<file path="src/rtl/serial_tx_buff_if.sv">
// Load/serial handshake bundle for serial_tx_buff.
// master drives the word and strobes; slave is the transmitter.
interface serial_tx_buff_if #(
    parameter int NDATA = 128
);
    localparam int NDATA_LOG = $clog2(NDATA);

    logic [NDATA-1:0]     din;
    logic                 load;
    logic                 ready;
    logic                 ena;
    logic                 dout;
    logic [NDATA_LOG-1:0] cntout;
    logic                 busy;
    logic                 done;

    modport master (
        output din, load, ena,
        input  ready, dout, cntout, busy, done
    );

    modport slave (
        input  din, load, ena,
        output ready, dout, cntout, busy, done
    );
endinterface

</file>
<file path="src/rtl/serial_tx_buff.sv">
// Parallel-in/serial-out transmit buffer, MSB first, down-counting cntout.
// Optional trailing even-parity bit with `define SERIAL_TX_PARITY_EN.
module serial_tx_buff #(
    parameter int NDATA = 128
) (
    input logic              clk,
    input logic              rst,
    serial_tx_buff_if.slave  bus
);
    localparam int NDATA_LOG = $clog2(NDATA);

`ifdef SERIAL_TX_PARITY_EN
    typedef enum logic [1:0] {IDLE, SHIFT, PAR} state_t;
`else
    typedef enum logic [1:0] {IDLE, SHIFT} state_t;
`endif

    state_t               state;
    logic [NDATA-1:0]     shreg;
    logic [NDATA_LOG-1:0] cnt;
    logic                 ready;
    logic                 busy;
    logic                 done;
`ifdef SERIAL_TX_PARITY_EN
    logic                 par;
`endif

    // The parity bit is parked in the shreg MSB so dout stays a pure register tap.
    always_ff @(posedge clk or negedge rst) begin
        if (!rst) begin
            state <= IDLE;
            shreg <= '0;
            cnt   <= '0;
            ready <= 1'b1;
            busy  <= 1'b0;
            done  <= 1'b0;
`ifdef SERIAL_TX_PARITY_EN
            par   <= 1'b0;
`endif
        end else begin
            done <= 1'b0;
            unique case (state)
                IDLE: begin
                    if (bus.load) begin
                        shreg <= bus.din;
                        cnt   <= NDATA_LOG'(NDATA - 1);
                        state <= SHIFT;
                        ready <= 1'b0;
                        busy  <= 1'b1;
`ifdef SERIAL_TX_PARITY_EN
                        par   <= ^bus.din;
`endif
                    end
                end
                SHIFT: begin
                    if (bus.ena) begin
                        if (cnt != '0) begin
                            shreg <= shreg << 1;
                            cnt   <= cnt - NDATA_LOG'(1);
                        end else begin
`ifdef SERIAL_TX_PARITY_EN
                            shreg <= {par, {(NDATA-1){1'b0}}};
                            state <= PAR;
`else
                            shreg <= '0;
                            state <= IDLE;
                            ready <= 1'b1;
                            busy  <= 1'b0;
                            done  <= 1'b1;
`endif
                        end
                    end
                end
`ifdef SERIAL_TX_PARITY_EN
                PAR: begin
                    if (bus.ena) begin
                        shreg <= '0;
                        state <= IDLE;
                        ready <= 1'b1;
                        busy  <= 1'b0;
                        done  <= 1'b1;
                    end
                end
`endif
                default: begin
                    state <= IDLE;
                    shreg <= '0;
                    cnt   <= '0;
                    ready <= 1'b1;
                    busy  <= 1'b0;
                end
            endcase
        end
    end

    assign bus.dout   = shreg[NDATA-1];
    assign bus.cntout = cnt;
    assign bus.ready  = ready;
    assign bus.busy   = busy;
    assign bus.done   = done;
endmodule

</file>
<file path="src/flat_wrapper.sv">
// flat-port wrapper written by rule: the top's interface ports become plain ports
module serial_tx_buff_flat 
#(
    parameter int NDATA = 128
)
  (clk, rst, bus_din, bus_load, bus_ena, bus_ready, bus_dout, bus_cntout, bus_busy, bus_done);
  serial_tx_buff_if #(.NDATA(NDATA)) bus_i ();
  input logic clk;
  input logic rst;
  input wire logic [$bits(bus_i.din)-1:0] bus_din;
  input wire logic [$bits(bus_i.load)-1:0] bus_load;
  input wire logic [$bits(bus_i.ena)-1:0] bus_ena;
  output wire logic [$bits(bus_i.ready)-1:0] bus_ready;
  output wire logic [$bits(bus_i.dout)-1:0] bus_dout;
  output wire logic [$bits(bus_i.cntout)-1:0] bus_cntout;
  output wire logic [$bits(bus_i.busy)-1:0] bus_busy;
  output wire logic [$bits(bus_i.done)-1:0] bus_done;
  assign bus_i.din = bus_din;
  assign bus_i.load = bus_load;
  assign bus_i.ena = bus_ena;
  assign bus_ready = bus_i.ready;
  assign bus_dout = bus_i.dout;
  assign bus_cntout = bus_i.cntout;
  assign bus_busy = bus_i.busy;
  assign bus_done = bus_i.done;
  serial_tx_buff #(.NDATA(NDATA)) u_core (.clk(clk), .rst(rst), .bus(bus_i));
endmodule
</file>
<file path="config.mk">
export PLATFORM = sky130hd
export DESIGN_NAME = serial_tx_buff_flat
export DESIGN_NICKNAME = d
export VERILOG_FILES = /design/src/rtl/serial_tx_buff_if.sv /design/src/rtl/serial_tx_buff.sv /design/src/flat_wrapper.sv
export SDC_FILE = /design/constraint.sdc
export NUM_CORES = 1
export LEC_CHECK = 0
export ABC_AREA = 1
export CAP_MARGIN = 20
export CORE_UTILIZATION = 40
export DETAILED_ROUTE_END_ITERATION = 6
export PLACE_DENSITY = 0.68
export SLEW_MARGIN = 0
export SYNTH_ARGS = -nofsm -noshare
export SYNTH_HDL_FRONTEND = slang
export SYNTH_SLANG_ARGS = --single-unit
</file>
<file path="constraint.sdc">
create_clock -name clk -period 1.7 [get_ports clk]
set_input_delay 0.34 -clock clk [delete_from_list [all_inputs] [get_ports clk]]
set_output_delay 0.34 -clock clk [all_outputs]
set_load 0.03 [all_outputs]
</file>
==> impl_metrics.prom <==
# TYPE chip_impl_metric gauge
chip_impl_metric{name="post_route_cells_drive_above_1_share",unit="%"} 14.4
chip_impl_metric{name="place_ws",unit="ps"} -27.4
chip_impl_metric{name="synth-warning-count",unit=""} 0
chip_impl_metric{name="number_of_nets_in_the_finished_design",unit=""} 1053
chip_impl_metric{name="die_y",unit="µm"} 133
chip_impl_metric{name="timing_worst_slew_pin_value",unit="ps"} 364
chip_impl_metric{name="routabilityCongestion",unit=""} 0.824
chip_impl_info{name="status",value="finished, final reports clean"} 1
chip_impl_metric{name="timing.slew.headroom",unit="%"} 75.7
chip_impl_metric{name="achievable-frequency",unit="MHz"} 605
chip_impl_metric{name="pwr_per_cell_area",unit="nW/µm²"} 1900
chip_impl_metric{name="numPlacedInstances",unit=""} 1111
chip_impl_metric{name="holdWs",unit="ps"} 406
chip_impl_metric{name="clock_sinks",unit=""} 138
chip_impl_metric{name="detailed_place.area",unit="µm²"} 8550
chip_impl_metric{name="vias_per_cell",unit=""} 5.36
chip_impl_metric{name="sequential_element_share_of_the_synthesized_area",unit="%"} 50.3
chip_impl_metric{name="tritoncts.num_buffers",unit=""} 17
chip_impl_metric{name="cp_max_fo",unit=""} 2
chip_impl_metric{name="met1_length",unit="µm"} 8850
chip_impl_metric{name="met2_length",unit="µm"} 8240
chip_impl_metric{name="vdd.ir_drop.worst",unit="mV"} 1.03
chip_impl_metric{name="syn-instance-count",unit=""} 788
chip_impl_metric{name="path_clk_slew",unit="ps"} 60
chip_impl_metric{name="synth.net_count",unit=""} 922
chip_impl_metric{name="floorplan.die_area",unit="µm²"} 17700
chip_impl_metric{name="vias",unit=""} 6170
chip_impl_metric{name="met3_length",unit="µm"} 963
chip_impl_metric{name="timing.final.max_slew_violations",unit=""} 0
chip_impl_metric{name="routed_wl",unit="µm"} 18400
chip_impl_metric{name="ctsLongestPathBuffers",unit=""} 2
chip_impl_metric{name="rows",unit=""} 47
chip_impl_metric{name="netlist_area",unit="µm²"} 6860
chip_impl_metric{name="grt_first_pass_wirelength",unit="µm"} 29900
chip_impl_metric{name="synth.avg_cell_area",unit="µm²"} 8.71
chip_impl_metric{name="timing.critical_path.required",unit="ps"} 1360
chip_impl_metric{name="detail_route.first_pass.iterations",unit=""} 5
chip_impl_metric{name="report.final.setup_viol",unit=""} 0
chip_impl_metric{name="diodes",unit=""} 0
chip_impl_info{name="cp_top_family",value="flip-flops"} 1
chip_impl_metric{name="post-route-worst-setup-slack",unit="ps"} 48.2
chip_impl_metric{name="synth_seq_cells",unit=""} 138
chip_impl_metric{name="start_util",unit="%"} 41.2
chip_impl_info{name="top_layer",value="met4"} 1
chip_impl_metric{name="htreeDepth",unit=""} 4
chip_impl_metric{name="static-leakage-power",unit="nW"} 4.09
chip_impl_info{name="holdCritPathClass",value="in2async"} 1
chip_impl_metric{name="detail_route.wl_per_cell",unit="µm"} 16.0
chip_impl_info{name="ys_dominant_reg_cell",value="sky130_fd_sc_hd__dfrtp_1"} 1
chip_impl_metric{name="nFillCells",unit=""} 1483
chip_impl_info{name="ys_top_cells_by_count",value="sky130_fd_sc_hd__dfrtp_1, sky130_fd_sc_hd__nor2_1, sky130_fd_sc_hd__o21ai_0"} 1
chip_impl_metric{name="ys_types",unit=""} 28
chip_impl_metric{name="io_port_bufs",unit=""} 142
chip_impl_info{name="worst-setup-path-type",value="reg2out"} 1
chip_impl_info{name="synthMostInstantiatedCell",value="sky130_fd_sc_hd__dfrtp_1"} 1
chip_impl_info{name="start_kind",value="flip-flop"} 1
chip_impl_metric{name="ioPinCount",unit=""} 143
chip_impl_metric{name="asyncSetResetFlopFracSynth",unit="%"} 100
chip_impl_info{name="synth.largest_area_cell",value="sky130_fd_sc_hd__dfrtp_1"} 1
chip_impl_info{name="critical_path_endpoint_category",value="primary output"} 1
chip_impl_metric{name="latest_clock_arrival_within_the_worst_skew_pair",unit="ps"} 420
chip_impl_metric{name="worstPathBufferInverterCount",unit=""} 1
chip_impl_info{name="unrepaired_setup_endpoints_after_global_routing",value="true"} 1
chip_impl_metric{name="grt_pass1_vias",unit=""} 5976
chip_impl_metric{name="remaining_drc_errors",unit=""} 0
chip_impl_metric{name="synth-edff-count",unit=""} 0
chip_impl_metric{name="arrival",unit="ps"} 1310
chip_impl_metric{name="timing.final.crit_share",unit="%"} 97.2
chip_impl_metric{name="finalPower",unit="mW"} 17.7
chip_impl_metric{name="coreArea",unit="µm²"} 16600
chip_impl_metric{name="drt_iter0_drc",unit=""} 383
chip_impl_metric{name="post-route-min-period",unit="ps"} 1650
chip_impl_metric{name="die_width",unit="µm"} 133
chip_impl_metric{name="timing.clock.skew",unit="ps"} 9.58
chip_impl_info{name="cts.root.buffer_cell",value="sky130_fd_sc_hd__clkbuf_16"} 1
chip_impl_info{name="critPathSlowestCell",value="sky130_fd_sc_hd__dfstp_2"} 1
chip_impl_metric{name="antenna_violations_before_repair",unit=""} 0
chip_impl_metric{name="area_growth",unit="%"} 35.7
chip_impl_info{name="synth.top_cells.by_area",value="sky130_fd_sc_hd__dfrtp_1, sky130_fd_sc_hd__o21ai_0, sky130_fd_sc_hd__a21oi_1"} 1
chip_impl_metric{name="max_cap_viol",unit=""} 0
chip_impl_info{name="timing.critical_path.cells",value="clkdlybuf4s15_1"} 1
chip_impl_metric{name="place_hpwl",unit="µm"} 10900
chip_impl_info{name="cts_tree",value="done"} 1
chip_impl_metric{name="instances_no_fill",unit=""} 1152
chip_impl_metric{name="final_antenna_net_count",unit=""} 0
chip_impl_metric{name="gr-total-overflow",unit=""} 0
chip_impl_metric{name="slowest_delay",unit="ps"} 530
chip_impl_metric{name="timing.final.hold_violations",unit=""} 0
chip_impl_metric{name="largest_net_degree_at_the_start_of_global_routing",unit=""} 71
chip_impl_metric{name="synth_top_area_share",unit="%"} 50.0
chip_impl_metric{name="total_routing_resource_utilization_after_global_routing",unit="%"} 21.0
chip_impl_metric{name="finish.instance_area",unit="µm²"} 9310
## report_power, final
| group | internal (mW) | total [mW] | switching (mW) | leakage (nW) |
|---|---|---|---|---|
| Sequential | 4.98 | 5.96 | 0.985 | 1.53 |
| Clock | 2.23 | 3.67 | 1.44 | 0.279 |
| Combinational | 3.57 | 8.03 | 4.45 | 2.28 |
| Total | 10.8 | 17.7 | 6.87 | 4.09 |
## flip-flops by register name (all words and copies together) (netlist names)
register and flops:
u_core.bus.ready 1, u_core.bus.cntout 7, u_core.shreg 128, u_core.bus.done 1, u_core.bus.busy 1
## placed cells by master, fill, tap and decap left out, drive strengths merged
cell             n
dfrtp          137
nand3          136
nor2           135
clkdlybuf4s50  130
o21ai          130
a21oi          128
buf             38
nand2           35
clkbuf          24
inv              9
dlygate4sd2      8
clkinv           5
clkinvlp         3
nand4            2
nand3b           2
ha               2
bufinv           2
clkdlybuf4s15    2
or2              1
bufbuf           1
dlygate4sd3      1
dfstp            1
## repair_timing
item | in CTS | in global routing
hold endpoints to repair | 34 | 0
setup buffers | 2 | 2
gates cloned | 1 | 3
setup endpoints to repair | 11 | 15
hold buffers | 1 | 0
gates resized for setup | 12 | 5
## cells by family after synthesis
| family | share of synthesized area [%] |
|---|---|
| buffers and inverters | 7.08 |
| flip-flops | 50.3 |
| adder cells (fa/ha/maj) | 0.365 |
| AND/OR/NAND/NOR | 22.3 |
| AO/OA/AOI/OAI | 19.9 |
## metrics by stage
stage	util [%]	TNS, ps
3_3_place_gp	51.4	-3.19
3_5_place_dp	51.4	-490
5_1_grt	55.9	-179
4_1_cts	55.2	0
6_report	55.9	0
2_1_floorplan	-	0
## per-layer routing
layer | global-route usage [%] | vias up
met1 | 29.9 | 2968
met5 | 0 | -
li1 | - | 2975
met3 | 3.79 | 31
met4 | 8.43 | 0
met2 | 31.7 | 196
## cell type report
| cell class | instances | area, µm² | area share (%) |
|---|---|---|---|
| inverter | 8 | 32.5 | 0.349 |
| clock inverter | 11 | 120 | 1.29 |
| clock buffer | 21 | 460 | 4.95 |
| multi-input combinational | 571 | 2940 | 31.6 |
| timing repair buffer | 183 | 2020 | 21.7 |
| sequential | 138 | 3460 | 37.2 |
| tap | 220 | 275 | 2.96 |
## path summary, 6_finish.rpt
check | startpoint | endpoint | slack (ps) | cells past startpoint
min in group clk | u_core.bus.ready | u_core.bus.ready | 480 | 2
worst max-delay path | u_core.bus.ready | bus_ready | 50 | 1
worst min register to register | u_core.bus.ready | u_core.bus.ready | 480 | 2
worst min-delay path | rst | u_core.shreg[81] | 410 | 2
worst max register to register | u_core.bus.busy | u_core.bus.cntout[1] | 70 | 8
max in group asynchronous | rst | u_core.shreg[54] | 660 | 3
Note: power is estimated with default switching activity, not from simulation.
